===== config.mk =====
export PLATFORM = sky130hd
export DESIGN_NAME = axil_reg_bank_flat
export DESIGN_NICKNAME = d
export VERILOG_FILES = /design/src/rtl/axil_reg_pkg.sv /design/src/rtl/axil_reg_bank_if.sv /design/src/rtl/axil_chan_fifo.sv /design/src/rtl/axil_reg_bank.sv /design/src/flat_wrapper.sv
export SDC_FILE = /design/constraint.sdc
export NUM_CORES = 1
export LEC_CHECK = 0
export BUFFER_PORTS_ARGS = -buffer_cell sky130_fd_sc_hd__clkbuf_2
export CAP_MARGIN = 30
export CORE_UTILIZATION = 60
export DETAILED_ROUTE_END_ITERATION = 10
export GPL_TIMING_DRIVEN = 0
export PLACE_DENSITY = 0.8
export SYNTH_ARGS = -nofsm -noshare
export SYNTH_HDL_FRONTEND = slang
export SYNTH_SLANG_ARGS = --single-unit
export TNS_END_PERCENT = 10

===== constraint.sdc =====
create_clock -name clk -period 4.05 [get_ports clk]
set_clock_uncertainty 0.1 [all_clocks]
set_input_delay 0.81 -clock clk [delete_from_list [all_inputs] [get_ports clk]]
set_output_delay 0.81 -clock clk [all_outputs]
set_load 0.005 [all_outputs]

===== src/rtl/axil_reg_pkg.sv =====
// Shared types, constants and address decode for the AXI-Lite register bank.
//   resp_t    : AXI response codes
//   w_beat_t  : write-data channel payload (strobe + data)
//   r_beat_t  : read-data channel payload (response + data)
//   dec_t     : decode result {err, idx}
package axil_reg_pkg;

    localparam int unsigned ADDR_W = 32;
    localparam int unsigned DATA_W = 32;
    localparam int unsigned STRB_W = DATA_W / 8;
    localparam int unsigned IDX_W  = ADDR_W - 2;

    localparam int unsigned ID_IDX    = 0;
    localparam int unsigned CYCLE_IDX = 1;

    localparam logic [DATA_W-1:0] ERR_RDATA = 32'hDEAD_BEEF;

    typedef enum logic [1:0] {
        OKAY   = 2'd0,
        EXOKAY = 2'd1,
        SLVERR = 2'd2,
        DECERR = 2'd3
    } resp_t;

    typedef struct packed {
        logic [STRB_W-1:0] strb;
        logic [DATA_W-1:0] data;
    } w_beat_t;

    typedef struct packed {
        resp_t             resp;
        logic [DATA_W-1:0] data;
    } r_beat_t;

    typedef struct packed {
        logic             err;
        logic [IDX_W-1:0] idx;
    } dec_t;

    // Map a byte address onto a word index inside the window [base, base+4n).
    function automatic dec_t decode(input logic [ADDR_W-1:0] addr,
                                    input logic [ADDR_W-1:0] base,
                                    input int unsigned       n);
        logic [ADDR_W-1:0] off;
        dec_t              d;
        off   = addr - base;
        d.idx = off[ADDR_W-1:2];
        d.err = (addr < base) || (off[1:0] != 2'b00) ||
                ({2'b00, off[ADDR_W-1:2]} >= ADDR_W'(n));
        return d;
    endfunction

endpackage


===== src/rtl/axil_reg_bank_if.sv =====
// AXI-Lite bundle between the shell OCL port (master) and the register bank (slave).
//   aw*: write address, w*: write data, b*: write response,
//   ar*: read address,  r*: read data.
interface axil_reg_bank_if;

    logic        awvalid;
    logic        awready;
    logic [31:0] awaddr;

    logic        wvalid;
    logic        wready;
    logic [3:0]  wstrb;
    logic [31:0] wdata;

    logic        bvalid;
    logic        bready;
    logic [1:0]  bresp;

    logic        arvalid;
    logic        arready;
    logic [31:0] araddr;

    logic        rvalid;
    logic        rready;
    logic [1:0]  rresp;
    logic [31:0] rdata;

    modport master (
        output awvalid, awaddr, wvalid, wstrb, wdata, bready,
               arvalid, araddr, rready,
        input  awready, wready, bvalid, bresp, arready, rvalid, rresp, rdata
    );

    modport slave (
        input  awvalid, awaddr, wvalid, wstrb, wdata, bready,
               arvalid, araddr, rready,
        output awready, wready, bvalid, bresp, arready, rvalid, rresp, rdata
    );

endinterface


===== src/rtl/axil_chan_fifo.sv =====
// Valid/ready FIFO used to buffer one AXI-Lite channel.
//   clk, rst_n          : clock, async active-low reset
//   in_valid_i/ready_o  : enqueue handshake, in_data_i payload
//   out_valid_o/ready_i : dequeue handshake, out_data_o payload (head entry)
// in_ready_o and out_valid_o are flops loaded from the next-state count, so
// in_ready_o stays low through reset and only rises on the first clock edge.
module axil_chan_fifo #(
    parameter int unsigned WIDTH = 32,
    parameter int unsigned DEPTH = 2
) (
    input  logic             clk,
    input  logic             rst_n,
    input  logic             in_valid_i,
    output logic             in_ready_o,
    input  logic [WIDTH-1:0] in_data_i,
    output logic             out_valid_o,
    input  logic             out_ready_i,
    output logic [WIDTH-1:0] out_data_o
);

    localparam int unsigned PTR_W = (DEPTH > 1) ? $clog2(DEPTH) : 1;
    localparam int unsigned CNT_W = $clog2(DEPTH + 1);

    logic [WIDTH-1:0] mem_q [DEPTH];
    logic [PTR_W-1:0] wr_ptr_q, wr_ptr_d;
    logic [PTR_W-1:0] rd_ptr_q, rd_ptr_d;
    logic [CNT_W-1:0] cnt_q, cnt_d;
    logic             ready_q, valid_q;
    logic             push, pop;

    function automatic logic [PTR_W-1:0] ptr_inc(input logic [PTR_W-1:0] p);
        return (p == PTR_W'(DEPTH - 1)) ? '0 : p + PTR_W'(1);
    endfunction

    assign push = in_valid_i && ready_q;
    assign pop  = valid_q && out_ready_i;

    // Next-state pointers and occupancy.
    always_comb begin
        wr_ptr_d = wr_ptr_q;
        rd_ptr_d = rd_ptr_q;
        cnt_d    = cnt_q;
        if (push) wr_ptr_d = ptr_inc(wr_ptr_q);
        if (pop)  rd_ptr_d = ptr_inc(rd_ptr_q);
        if (push && !pop)      cnt_d = cnt_q + CNT_W'(1);
        else if (!push && pop) cnt_d = cnt_q - CNT_W'(1);
    end

    // Control state.
    always_ff @(posedge clk or negedge rst_n) begin
        if (!rst_n) begin
            wr_ptr_q <= '0;
            rd_ptr_q <= '0;
            cnt_q    <= '0;
            ready_q  <= 1'b0;
            valid_q  <= 1'b0;
        end else begin
            wr_ptr_q <= wr_ptr_d;
            rd_ptr_q <= rd_ptr_d;
            cnt_q    <= cnt_d;
            ready_q  <= (cnt_d != CNT_W'(DEPTH));
            valid_q  <= (cnt_d != '0);
        end
    end

    // Storage needs no reset: entries are only visible while counted valid.
    always_ff @(posedge clk) begin
        if (push) mem_q[wr_ptr_q] <= in_data_i;
    end

    assign in_ready_o  = ready_q;
    assign out_valid_o = valid_q;
    assign out_data_o  = mem_q[rd_ptr_q];

endmodule


===== src/rtl/axil_reg_bank.sv =====
// AXI-Lite slave register bank.
//   clk, reset_n : clock, async active-low reset
//   bus          : AXI-Lite slave (AW/W/B/AR/R), every channel queued Q_DEPTH deep
//   vdip         : vdip[0] picks the upper half of the LED register
//   vled         : 16-bit LED view of register LED_REG
// Map: idx 0 ID (RO), idx 1 free-running cycle counter (RO), idx 2.. RW scratch.
module axil_reg_bank
    import axil_reg_pkg::*;
#(
    parameter int unsigned NUM_REGS  = 8,
    parameter logic [31:0] BASE_ADDR = 32'h0000_0500,
    parameter int unsigned Q_DEPTH   = 2,
    parameter logic [31:0] ID_VALUE  = 32'hC1A0_0001,
    parameter int unsigned LED_REG   = 2
) (
    input  logic            clk,
    input  logic            reset_n,
    axil_reg_bank_if.slave  bus,
    input  logic [15:0]     vdip,
    output logic [15:0]     vled
);

    // Parameter legality.
    if (NUM_REGS < 3 || NUM_REGS > 64) begin : g_bad_num_regs
        $fatal(1, "axil_reg_bank: NUM_REGS must be in 3..64");
    end
    if (LED_REG < 2 || LED_REG >= NUM_REGS) begin : g_bad_led_reg
        $fatal(1, "axil_reg_bank: LED_REG must be in 2..NUM_REGS-1");
    end
    if (Q_DEPTH < 1) begin : g_bad_q_depth
        $fatal(1, "axil_reg_bank: Q_DEPTH must be at least 1");
    end

    localparam int unsigned W_W = $bits(w_beat_t);
    localparam int unsigned R_W = $bits(r_beat_t);

    logic [DATA_W-1:0] regs_q [NUM_REGS];
    logic [DATA_W-1:0] regs_d [NUM_REGS];
    logic [DATA_W-1:0] cycle_q;

    logic              aw_valid, w_valid, ar_valid;
    logic              b_ready, r_ready;
    logic [ADDR_W-1:0] aw_addr, ar_addr;
    w_beat_t           w_in, w_out;
    r_beat_t           r_in, r_out;
    resp_t             wr_resp;
    logic              wr_en;
    logic              wr_fire, rd_fire;
    dec_t              wr_dec, rd_dec;
    logic              unused_vdip;

    assign unused_vdip = ^vdip[15:1];

    // Channel queues.
    axil_chan_fifo #(.WIDTH(ADDR_W), .DEPTH(Q_DEPTH)) u_aw_q (
        .clk         (clk),
        .rst_n       (reset_n),
        .in_valid_i  (bus.awvalid),
        .in_ready_o  (bus.awready),
        .in_data_i   (bus.awaddr),
        .out_valid_o (aw_valid),
        .out_ready_i (wr_fire),
        .out_data_o  (aw_addr)
    );

    assign w_in.strb = bus.wstrb;
    assign w_in.data = bus.wdata;

    axil_chan_fifo #(.WIDTH(W_W), .DEPTH(Q_DEPTH)) u_w_q (
        .clk         (clk),
        .rst_n       (reset_n),
        .in_valid_i  (bus.wvalid),
        .in_ready_o  (bus.wready),
        .in_data_i   (w_in),
        .out_valid_o (w_valid),
        .out_ready_i (wr_fire),
        .out_data_o  (w_out)
    );

    axil_chan_fifo #(.WIDTH(2), .DEPTH(Q_DEPTH)) u_b_q (
        .clk         (clk),
        .rst_n       (reset_n),
        .in_valid_i  (wr_fire),
        .in_ready_o  (b_ready),
        .in_data_i   (wr_resp),
        .out_valid_o (bus.bvalid),
        .out_ready_i (bus.bready),
        .out_data_o  (bus.bresp)
    );

    axil_chan_fifo #(.WIDTH(ADDR_W), .DEPTH(Q_DEPTH)) u_ar_q (
        .clk         (clk),
        .rst_n       (reset_n),
        .in_valid_i  (bus.arvalid),
        .in_ready_o  (bus.arready),
        .in_data_i   (bus.araddr),
        .out_valid_o (ar_valid),
        .out_ready_i (rd_fire),
        .out_data_o  (ar_addr)
    );

    axil_chan_fifo #(.WIDTH(R_W), .DEPTH(Q_DEPTH)) u_r_q (
        .clk         (clk),
        .rst_n       (reset_n),
        .in_valid_i  (rd_fire),
        .in_ready_o  (r_ready),
        .in_data_i   (r_in),
        .out_valid_o (bus.rvalid),
        .out_ready_i (bus.rready),
        .out_data_o  (r_out)
    );

    assign bus.rresp = r_out.resp;
    assign bus.rdata = r_out.data;

    // A write needs a paired AW/W head and room for its response.
    assign wr_fire = aw_valid && w_valid && b_ready;
    assign rd_fire = ar_valid && r_ready;

    // Write decode and byte-strobed register update.
    always_comb begin
        wr_dec  = decode(aw_addr, BASE_ADDR, NUM_REGS);
        wr_resp = OKAY;
        wr_en   = 1'b0;
        if (wr_dec.err) begin
            wr_resp = DECERR;
        end else if (wr_dec.idx == IDX_W'(ID_IDX) || wr_dec.idx == IDX_W'(CYCLE_IDX)) begin
            wr_resp = SLVERR;
        end else begin
            wr_en = 1'b1;
        end

        for (int i = 0; i < NUM_REGS; i++) begin
            regs_d[i] = regs_q[i];
        end
        for (int i = 2; i < NUM_REGS; i++) begin
            if (wr_fire && wr_en && wr_dec.idx == IDX_W'(i)) begin
                for (int b = 0; b < STRB_W; b++) begin
                    if (w_out.strb[b]) regs_d[i][8*b +: 8] = w_out.data[8*b +: 8];
                end
            end
        end
    end

    // Read decode; samples register state ahead of any same-cycle write.
    always_comb begin
        rd_dec    = decode(ar_addr, BASE_ADDR, NUM_REGS);
        r_in.resp = OKAY;
        r_in.data = '0;
        if (rd_dec.err) begin
            r_in.resp = DECERR;
            r_in.data = ERR_RDATA;
        end else if (rd_dec.idx == IDX_W'(ID_IDX)) begin
            r_in.data = ID_VALUE;
        end else if (rd_dec.idx == IDX_W'(CYCLE_IDX)) begin
            r_in.data = cycle_q;
        end else begin
            for (int i = 2; i < NUM_REGS; i++) begin
                if (rd_dec.idx == IDX_W'(i)) r_in.data = regs_q[i];
            end
        end
    end

    // Register array and free-running cycle counter.
    always_ff @(posedge clk or negedge reset_n) begin
        if (!reset_n) begin
            for (int i = 0; i < NUM_REGS; i++) regs_q[i] <= '0;
            cycle_q <= '0;
        end else begin
            regs_q  <= regs_d;
            cycle_q <= cycle_q + DATA_W'(1);
        end
    end

    assign vled = vdip[0] ? regs_q[LED_REG][31:16] : regs_q[LED_REG][15:0];

endmodule


===== src/flat_wrapper.sv =====
// flat-port wrapper written by rule: the top's interface ports become plain ports
module axil_reg_bank_flat import axil_reg_pkg::*;
#(
    parameter int unsigned NUM_REGS  = 8,
    parameter logic [31:0] BASE_ADDR = 32'h0000_0500,
    parameter int unsigned Q_DEPTH   = 2,
    parameter logic [31:0] ID_VALUE  = 32'hC1A0_0001,
    parameter int unsigned LED_REG   = 2
)
  (clk, reset_n, vdip, vled, bus_awvalid, bus_awaddr, bus_wvalid, bus_wstrb, bus_wdata, bus_bready, bus_arvalid, bus_araddr, bus_rready, bus_awready, bus_wready, bus_bvalid, bus_bresp, bus_arready, bus_rvalid, bus_rresp, bus_rdata);
  axil_reg_bank_if bus_i ();
  input  logic clk;
  input  logic reset_n;
  input  logic [15:0] vdip;
  output logic [15:0] vled;
  input wire logic [$bits(bus_i.awvalid)-1:0] bus_awvalid;
  input wire logic [$bits(bus_i.awaddr)-1:0] bus_awaddr;
  input wire logic [$bits(bus_i.wvalid)-1:0] bus_wvalid;
  input wire logic [$bits(bus_i.wstrb)-1:0] bus_wstrb;
  input wire logic [$bits(bus_i.wdata)-1:0] bus_wdata;
  input wire logic [$bits(bus_i.bready)-1:0] bus_bready;
  input wire logic [$bits(bus_i.arvalid)-1:0] bus_arvalid;
  input wire logic [$bits(bus_i.araddr)-1:0] bus_araddr;
  input wire logic [$bits(bus_i.rready)-1:0] bus_rready;
  output wire logic [$bits(bus_i.awready)-1:0] bus_awready;
  output wire logic [$bits(bus_i.wready)-1:0] bus_wready;
  output wire logic [$bits(bus_i.bvalid)-1:0] bus_bvalid;
  output wire logic [$bits(bus_i.bresp)-1:0] bus_bresp;
  output wire logic [$bits(bus_i.arready)-1:0] bus_arready;
  output wire logic [$bits(bus_i.rvalid)-1:0] bus_rvalid;
  output wire logic [$bits(bus_i.rresp)-1:0] bus_rresp;
  output wire logic [$bits(bus_i.rdata)-1:0] bus_rdata;
  assign bus_i.awvalid = bus_awvalid;
  assign bus_i.awaddr = bus_awaddr;
  assign bus_i.wvalid = bus_wvalid;
  assign bus_i.wstrb = bus_wstrb;
  assign bus_i.wdata = bus_wdata;
  assign bus_i.bready = bus_bready;
  assign bus_i.arvalid = bus_arvalid;
  assign bus_i.araddr = bus_araddr;
  assign bus_i.rready = bus_rready;
  assign bus_awready = bus_i.awready;
  assign bus_wready = bus_i.wready;
  assign bus_bvalid = bus_i.bvalid;
  assign bus_bresp = bus_i.bresp;
  assign bus_arready = bus_i.arready;
  assign bus_rvalid = bus_i.rvalid;
  assign bus_rresp = bus_i.rresp;
  assign bus_rdata = bus_i.rdata;
  axil_reg_bank #(.NUM_REGS(NUM_REGS), .BASE_ADDR(BASE_ADDR), .Q_DEPTH(Q_DEPTH), .ID_VALUE(ID_VALUE), .LED_REG(LED_REG)) u_core (.clk(clk), .reset_n(reset_n), .bus(bus_i), .vdip(vdip), .vled(vled));
endmodule

==> out/metrics.cfg <==
[yosys]
synthArstFlopShare_pct=48.5
syn-num-nets=1602
synth-edff-count=270
syn-cell-area_sq_um=21900
synth_top_family_by_area=multiplexers
synth_fa_ha_area_share_pct=0.0570
syn_avg_cell_area_sq_um=14.8
synthTopCellsByArea=edfxtp_1, dfrtp_1, mux2_2
synth_top_area_share_pct=37.0
syn_inst=1478
synth_warnings=0
synth-compound-area-share_pct=8.03
ys_types=67
synth_top_area_cell=edfxtp_1
synth_xor_area_share_pct=2.20
synthSimpleGateAreaFrac_pct=7.32
yosysSeqAreaShare_pct=65.9
synth-seq-cells=524
synthMuxAreaShare_pct=15.0
synth_ff_type=edfxtp_1

[clock_network]
cts_sinks=524
root_buffer=clkbuf_16
numCtsBuffers=50
h-tree-depth=2
clockBufferDepth=3
clk_pin_slew_ps=70
cts_tree=done
clk_latency_ps=570
cts_hold_buf=0

[critical_path]
rr_endpoint=u_core.u_r_q.mem_q[0][6]$_DFFE_PP_
crit_type=register to register
worstSetupEndpointType=register
cp_max_fo=7
worstSetupStartpointType=register
setup.worst_path.start=u_core.u_ar_q.rd_ptr_q$_DFFE_PN0P_
reg2reg_slack_ps=20
critical_path_arrival_ps=4220
cp.required_ps=4240
r2r_start=u_core.u_ar_q.rd_ptr_q$_DFFE_PN0P_
r2r_cells=9

[final_layout]
diodes=0
nets=1821
mostFrequentLayoutCells=mux2_2, edfxtp_1, dfrtp_1, clkbuf_2, nor2_1
finalNonFillerCells=2200
drive_gt1_share_pct=33.4
final_util_pct=71.2
final_common_cell=mux2_2
area_growth_pct=15.9

[timing]
fmax_mhz=248
hold_violations=0
drv_slew=0
min_period_ps=4030
hold_ws_ps=164
fin_crit_sh_pct=99.5
finalWorstSetupSlack_ps=19.3
worst_slew_pin_slew_ps=1010
maxSlewHeadroom_pct=31.9
rsz0062_at_grt=yes
finalSetupViolations=0

[power]
p_sw_w=0.00428
powerDensity_nw_per_um2=575
intPower_w=0.0103
p_leak_nw=10.2
switching_share_pct=29.2
p_seq_share_pct=46.1
combPwrFrac_pct=20.5
power_frac_clock_pct=33.4
ir_drop_uv=540

[placement]
dp_slack_ps=-515
dp_cells=2108
globalplace.congestion=0.917
dp_hpwl_um=36600
port_buffers=163

[routing]
post_drt_wl_per_cell_um=23.5
vias=13900
drt_wl_total_um=51700
antenna_left=0
dr.pass1.iters=10
drtIter0Drc=1434
drc=2
post_drt_via_cell_ratio=6.31

[die]
die_y_um=193
core_sq_um=35700
ios=180
die-width_um=193
initial_core_util_pct=61.4
dieArea_sq_um=37300
rows=69

[run_status]
outcome=finished, violations left
violations=design-rule violations

[global_routing]
track_usage_pct=27.7
grt_pass1_vias=13900
grt_pass1_wl_um=79500
grt_overflow=0
grt_max_degree=93
antenna_found_initial=0

[job]
cap_violations=0

[hold_path]
worstHoldPathType=primary input to asynchronous set/reset pin

## critical path, cell delays in order (launching register included)
cell      delay (ps)
dfrtp_1          470
or4_1            580
or4_4            470
a21bo_4          270
a2bb2o_4         220
nor4b_4          250
buf_4            220
or3b_1           350
buf_2            200
o41ai_1          610
## routing by layer
metal / GRT usage [%] / up-vias / routed length, um
met5: 0 / - / 0
met2: 43.1 / 592 / 24100
met1: 39.7 / 7028 / 22600
met3: 5.25 / 98 / 3740
met4: 9.21 / 0 / 1280
li1: - / 6165 / -
## registers in the layout (all words and copies together), names as in the netlist, 2 cells and up
signal / count
u_core.cycle_q: 32
u_core.u_w_q.mem_q: 72
u_core.u_r_q.mem_q: 66
u_core.u_ar_q.cnt_q: 2
u_core.u_b_q.mem_q: 4
u_core.u_r_q.cnt_q: 2
u_core.u_aw_q.cnt_q: 2
u_core.u_ar_q.mem_q: 64
u_core.u_b_q.cnt_q: 2
u_core.u_w_q.cnt_q: 2
u_core.u_aw_q.mem_q: 64
u_core.regs_q: 192
## cell usage after synthesis, types with 5 or more instances
library cell    n
mux2_2        280
edfxtp_1      270
dfrtp_1       254
nor2_1         83
nand2_1        63
clkbuf_1       48
xnor2_1        42
nand3_1        39
a22oi_1        25
nor3_1         22
a32o_1         21
a21oi_1        20
a221oi_1       19
a22o_1         18
o21ai_0        18
o22ai_1        17
o32ai_1        17
inv_1          15
mux2i_1        14
nand4_1        14
and4_1         13
xor2_1         13
o2111ai_1      12
and3_1         11
nor2b_1        11
nor4_1         10
o41ai_2        10
nand2b_1        9
buf_2           8
buf_1           7
nor4b_1         7
o41ai_1         6
o211ai_1        5
or3_1           5
or4_1           5
## power by group through the flow
stage,clock network (W),logic (W),registers (W)
finish,0.00488,0.00299,0.00674
global route,0.00514,0.00323,0.00680
CTS,0.00492,0.00297,0.00674
detailed placement,0,0.00294,0.00684
global placement,0,0.00274,0.00683
floorplan,0,0.00186,0.00676
## worst max path at each step
stage / endpoint / slack, ps / depth (start not counted)
finish: u_core.u_r_q.mem_q[0][6]$_DFFE_PP_ / 20 / 9
global route: u_core.u_r_q.mem_q[1][16]$_DFFE_PP_ / -50 / 10
CTS: u_core.u_r_q.mem_q[0][2]$_DFFE_PP_ / -30 / 8
detailed placement: u_core.u_r_q.mem_q[1][31]$_DFFE_PP_ / -510 / 11
global placement: u_core.u_aw_q.wr_ptr_q$_DFFE_PN0P_ / -3010 / 1
floorplan: u_core.u_r_q.mem_q[0][11]$_DFFE_PP_ / 680 / 9
## layout make-up
| cell class | count | area (sq um) |
|---|---|---|
| flip-flops and latches | 524 | 14500 |
| fillers | 2335 | 10300 |
| multi-input cells | 874 | 7350 |
| clock buffers | 65 | 1400 |
| repair buffers | 170 | 982 |
| well taps | 461 | 577 |
| clock inverters | 29 | 337 |
| plain buffers | 62 | 264 |
| inverters | 15 | 56.3 |
## cell families after synthesis
family                   Yosys count
flip-flops                       524
XOR/XNOR                          55
buffers and inverters             80
AND/OR/NAND/NOR                  310
adder cells (fa/ha/maj)            1
AO/OA/AOI/OAI                    214
multiplexers                     294
## repair_timing
action / in CTS / in global routing
buffers inserted: 0 / 1
gates cloned: 0 / 0
pin swaps: 0 / 1
endpoints found under the setup margin: 128 / 142
gates resized for setup: 16 / 14
## per-stage QoR
stage                     power (W)  instance area [sq um]  setup TNS, ps
after floorplan             0.00862                  21900              0
after global placement      0.00957                  23300        -772930
after detailed placement    0.00977                  23500         -20680
after CTS                    0.0146                  25400           -127
after global routing         0.0152                  25400           -282
final                        0.0146                  25400              0
No activity file was read; power rests on OpenSTA's default activity.
